File: src/rtl/vram_port_sched.sv
`default_nettype none
// ============================================================================
// Module   : vram_port_sched
// Purpose  : Single-port VRAM scheduler that merges host byte accesses with a
//            background fill engine. The host always wins; the fill engine
//            uses every cycle the host does not.
// Options  : VRAM_FILL_ABORT_EN adds the fill_abort input.
// Revision : 1.0 - initial release
// ============================================================================
module vram_port_sched #(
  parameter int VRAM_DEPTH = 24576
) (
  input  logic        user_clk,
  input  logic        rst,
  input  logic        host_req,
  input  logic        host_we,
  input  logic [14:0] host_addr,
  input  logic [7:0]  host_wdata,
  output logic        host_ack,
  output logic        host_rvalid,
  output logic [7:0]  host_rdata,
  input  logic        fill_start,
  input  logic [14:0] fill_addr,
  input  logic [14:0] fill_len,
  input  logic [7:0]  fill_value,
`ifdef VRAM_FILL_ABORT_EN
  input  logic        fill_abort,
`endif
  output logic        fill_busy,
  output logic        fill_done,
  output logic [14:0] vram_addr,
  output logic [7:0]  vram_wdata,
  output logic        vram_we,
  input  logic [7:0]  vram_rdata
);

  localparam logic [0:0]  IDLE        = 1'b0;
  localparam logic [0:0]  FILL        = 1'b1;
  localparam logic [14:0] c_last_addr = 15'(VRAM_DEPTH - 1);

  logic [0:0]  r_state;
  logic [14:0] r_fill_ptr;
  logic [14:0] r_fill_rem;
  logic [7:0]  r_fill_val;
  logic        r_host_ack;
  logic        r_host_rvalid;
  logic        r_fill_busy;
  logic        r_fill_done;
  logic [14:0] r_vram_addr;
  logic [7:0]  r_vram_wdata;
  logic        r_vram_we;

  logic        w_abort;
  logic        w_host_grant;
  logic        w_fill_go;
  logic        w_fill_last;
  logic        w_fill_accept;
  logic        w_fill_empty;
  logic [14:0] w_fill_next;

`ifdef VRAM_FILL_ABORT_EN
  assign w_abort = fill_abort & (r_state == FILL);
`else
  assign w_abort = 1'b0;
`endif

  // A request still high during its own ack cycle must not be granted twice,
  // which also leaves every other slot free for the fill engine.
  assign w_host_grant  = host_req & ~r_host_ack;
  assign w_fill_go     = (r_state == FILL) & ~w_host_grant & ~w_abort;
  assign w_fill_last   = w_fill_go & (r_fill_rem == 15'd1);
  assign w_fill_accept = (r_state == IDLE) & fill_start & (fill_len != 15'd0);
  assign w_fill_empty  = (r_state == IDLE) & fill_start & (fill_len == 15'd0);
  assign w_fill_next   = (r_fill_ptr == c_last_addr) ? 15'd0 : r_fill_ptr + 15'd1;

  always_ff @(posedge user_clk or posedge rst) begin
    if (rst) begin
      r_state    <= IDLE;
      r_fill_ptr <= 15'd0;
      r_fill_rem <= 15'd0;
      r_fill_val <= 8'd0;
    end else if (w_fill_accept) begin
      r_state    <= FILL;
      r_fill_ptr <= fill_addr;
      r_fill_rem <= fill_len;
      r_fill_val <= fill_value;
    end else if (w_abort || w_fill_last) begin
      r_state    <= IDLE;
    end else if (w_fill_go) begin
      r_fill_ptr <= w_fill_next;
      r_fill_rem <= r_fill_rem - 15'd1;
    end
  end

  always_ff @(posedge user_clk or posedge rst) begin
    if (rst) begin
      r_vram_addr  <= 15'd0;
      r_vram_wdata <= 8'd0;
      r_vram_we    <= 1'b0;
    end else if (w_host_grant) begin
      r_vram_addr  <= host_addr;
      r_vram_wdata <= host_wdata;
      r_vram_we    <= host_we;
    end else if (w_fill_go) begin
      r_vram_addr  <= r_fill_ptr;
      r_vram_wdata <= r_fill_val;
      r_vram_we    <= 1'b1;
    end else begin
      r_vram_we    <= 1'b0;
    end
  end

  // Busy covers the cycle showing the last write; done follows it, which is
  // the only cycle where busy is still high while the state is back in IDLE.
  always_ff @(posedge user_clk or posedge rst) begin
    if (rst) begin
      r_host_ack    <= 1'b0;
      r_host_rvalid <= 1'b0;
      r_fill_busy   <= 1'b0;
      r_fill_done   <= 1'b0;
    end else begin
      r_host_ack    <= w_host_grant;
      r_host_rvalid <= r_host_ack & ~r_vram_we;
      r_fill_busy   <= w_fill_accept | ((r_state == FILL) & ~w_abort);
      r_fill_done   <= w_fill_empty | w_abort | (r_fill_busy & (r_state == IDLE));
    end
  end

  assign host_ack    = r_host_ack;
  assign host_rvalid = r_host_rvalid;
  assign host_rdata  = vram_rdata;
  assign fill_busy   = r_fill_busy;
  assign fill_done   = r_fill_done;
  assign vram_addr   = r_vram_addr;
  assign vram_wdata  = r_vram_wdata;
  assign vram_we     = r_vram_we;

endmodule
`default_nettype wire
File: config.mk
export PLATFORM = sky130hd
export DESIGN_NAME = vram_port_sched
export DESIGN_NICKNAME = d
export VERILOG_FILES = /design/src/rtl/vram_port_sched.sv
export SDC_FILE = /design/constraint.sdc
export NUM_CORES = 1
export LEC_CHECK = 0
export ABC_CLOCK_PERIOD_IN_PS = 2610
export BUFFER_PORTS_ARGS = -buffer_cell sky130_fd_sc_hd__clkbuf_2
export CORE_MARGIN = 3
export CORE_UTILIZATION = 51
export CTS_CLUSTER_SIZE = 30
export DETAILED_ROUTE_END_ITERATION = 6
export PLACE_DENSITY = 0.85
export SKIP_LAST_GASP = 1
export SLEW_MARGIN = 0
export SYNTH_ARGS = -nofsm -noshare
export SYNTH_HDL_FRONTEND = slang
export SYNTH_SLANG_ARGS = --single-unit
File: constraint.sdc
create_clock -name user_clk -period 2.61 [get_ports user_clk]
set_clock_uncertainty 0.05 [all_clocks]
set_input_delay 0.261 -clock user_clk [delete_from_list [all_inputs] [get_ports user_clk]]
set_output_delay 0.261 -clock user_clk [all_outputs]
set_load 0.01 [all_outputs]
==> results.toml <==
[final_layout]
diodes = 0
drive_gt1_frac = 0.276
syn2layout_area_growth_pct = 20.7
final_nets = 539

[synthesis]
yosysMostFrequentCell = "nand2_1"
synthFlopType = "dfrtp_1"
syn-instance-count = 374
muxShareOfSynthArea = 0.0659
syn-num-nets = 451
synth_fa_ha_area_frac = 0.0107
async_reset_ff_frac = 1.00
synth_xor_xnor_area_share = 0.0150
yosys_register_bits = 67
synth_cell_types = 50
synth_top_area_frac = 0.480
yosysWarnings = 0
synth_simple_gate_area_frac = 0.215
synth_edf_count = 0
synth_area_sq_um = 3490
yosysSeqAreaShare = 0.480
yosys-top-cells-count = "nand2_1 (81), dfrtp_1 (67), o21ai_0 (40)"
yosysTopAreaCell = "dfrtp_1"
synth_top_family_by_area = "simple AND/OR/NAND/NOR gates"
yosys-top-cells-area = "dfrtp_1 (48%), nand2_1 (8.7%), mux2i_1 (6.6%), o21ai_0 (5.7%), buf_4 (2.1%)"
syn_area_per_cell_sq_um = 9.34
synth-compound-area-share = 0.160

[power_and_ir_drop]
p_leak_uw = 0.00208
ir_worst_vdd_mv = 0.463
p_total_uw = 3120
powerDensity_nw_per_um2 = 741

[clock_network]
insertion_delay_ns = 0.35
clk_pin_slew_ns = 0.08
cts_buffers = 9
clock_path_buffers = 2
cts.sinks = 67
cts_tree = "yes"
root_buffer = "clkbuf_8"
cts-hold-fix-buffers = 0
h-tree-depth = 3
cts_setup_buffers = 0
cts_resized = 0

[placement]
pre_cts_ws_ns = 0.307
hpwlAfterDp_mm = 6.49
port_buffers = 93
place.gp.congestion = 0.902

[drt]
vias = 3217
wire_per_inst_microns = 16.8
first_pass_iters = 5
drtIter0Drc = 244
drc = 0
ant_nets = 0
wl_mm = 9.14
vias_per_cell = 5.91

[sta]
setup_viol = 0
relSlewSlack = 0.435
rsz0062_at_grt = "false"
worst_pin_slew_ns = 0.847
max_freq_mhz = 434
final-max-slew-violation-count = 0
timing.final.crit_share = 0.883
setup-tns-final_ns = 0
hold-worst-slack_ns = 0.0527
worst_slack_ns = 0.305
fin_crit_ns = 2.31
timing.final.hold_violations = 0

[floorplanning]
die_y_microns = 88.8
die_w_microns = 88.8
dieArea_sq_um = 7880
initial_core_util = 0.538
io-pin-count = 110
core_sq_um = 6490
rows = 29

[critical_path]
critPathCaptureType = "flip-flop"
slowest_stage = "nand2_1"
worstPathBufferInverterCount = 1
required_ns = 2.78
reg2reg_slack_ns = 0.30
worstPathCellList = "inv_1 -> ha_1 -> nor4b_1 -> nand4_1 -> nand2_1 -> o21ai_0 -> a221o_1"
r2r-end = "r_fill_rem[8]"
path_delay_family = "simple AND/OR/NAND/NOR gates"
worstPathMaxFanout = 13
cp.arrival_ns = 2.48
reg2reg_depth = 7
slowest_delay_ns = 0.40
worst-setup-path-type = "flip-flop to flip-flop"
start_kind = "flip-flop"
reg2reg_from = "r_fill_rem[1]"

[global_routing]
antenna_found_initial = 0
grt_pass1_vias = 3106
grt_first_pass_wirelength_mm = 15.2
grt_max_degree = 68
grt.total_usage = 0.250
overflow = 0

[worst_hold_path]
min_path_type = "input port to flip-flop"
worstHoldStart = "fill_value[1]"
hold_path_end = "r_fill_val[1]"
whs_path_depth = 3

[run]
cap_violations = 0

[run_status]
status = "finished clean"
## state kept, by name (all words and copies together) (netlist names)
| name | cells |
|---|---|
| vram_addr | 15 |
| r_state | 1 |
| fill_done | 1 |
| vram_we | 1 |
| vram_wdata | 8 |
| fill_busy | 1 |
| r_fill_rem | 15 |
| host_ack | 1 |
| host_rvalid | 1 |
| r_fill_val | 8 |
| r_fill_ptr | 15 |
## layer usage
metal  track usage  wire [microns]  share of wire
met5             0               0              0
met4        0.0852             172          0.019
met3        0.0745             722          0.079
met2         0.388            4370           0.48
met1         0.334            3870           0.42
## worst max-delay path by stage
stage / from / slack (ns) / depth (start not counted) / end
after floorplan: r_fill_rem[1] / 0.58 / 8 / r_fill_rem[8]
after global placement: fill_len[0] / 0.37 / 5 / r_fill_ptr[14]
after detailed placement: fill_len[0] / 0.31 / 7 / r_fill_rem[3]
after CTS: r_fill_rem[1] / 0.37 / 7 / r_fill_rem[8]
after global routing: r_fill_rem[1] / 0.17 / 7 / r_fill_rem[8]
final: r_fill_rem[1] / 0.30 / 7 / r_fill_rem[8]
## worst reg2reg max path: cells and delay by family, from the launching register on
kind,cells,cell delay (ns)
simple gates,3,0.97
fa+ha+maj,1,0.16
compound gates,2,0.50
flops,1,0.38
buf+inv,1,0.12
## where the power goes
group,internal [uW],total [uW],switching (uW)
combinational,303,666,362
sequential,1250,1480,225
clock,544,980,436
## cell usage in the layout (no fill, tap or decap), types with 2 or more instances in the layout
master	instances
clkbuf_2	93
nor2_1	13
o21ai_0	40
o22ai_1	2
nor4_1	8
o31a_1	2
or3_1	6
inv_1	8
nand2_1	81
buf_4	12
nor3_1	3
clkbuf_8	9
xor2_1	2
xnor2_1	4
o311ai_0	4
a22oi_1	3
a31oi_1	4
nand4b_1	2
o211ai_1	5
nor3b_1	2
nand3_1	15
inv_6	2
or4_4	2
a221o_1	5
mux2i_1	23
nor2b_1	3
bufinv_16	2
dfrtp_1	67
nand4_1	6
nor4b_1	2
a21oi_1	7
ha_1	3
or4_1	4
a211oi_1	2
## metrics by stage
stage / util / instance area (sq um) / instances
final: 0.649 / 4220 / 544
after global routing: 0.649 / 4220 / 544
after global placement: 0.615 / 3990 / 528
after floorplan: - / 3490 / 374
after detailed placement: 0.615 / 3990 / 528
after CTS: 0.649 / 4220 / 544
## cells by family after synthesis
| logic type | after synthesis |
|---|---|
| XOR/XNOR | 6 |
| adder cells (fa/ha/maj) | 3 |
| flip-flops | 67 |
| buffers and inverters | 37 |
| multiplexers | 23 |
| AND/OR/NAND/NOR | 155 |
| AO/OA/AOI/OAI | 83 |
## area by class of cell
| cell class | instances | area [sq um] |
|---|---|---|
| inverter | 9 | 33.8 |
| multi-input combinational | 270 | 1630 |
| timing repair buffer | 105 | 556 |
| fill | 541 | 2280 |
| tap | 77 | 96.3 |
| clock buffer | 9 | 124 |
| sequential | 67 | 1680 |
| clock inverter | 7 | 98.8 |
(Power assumes the default switching activity.)
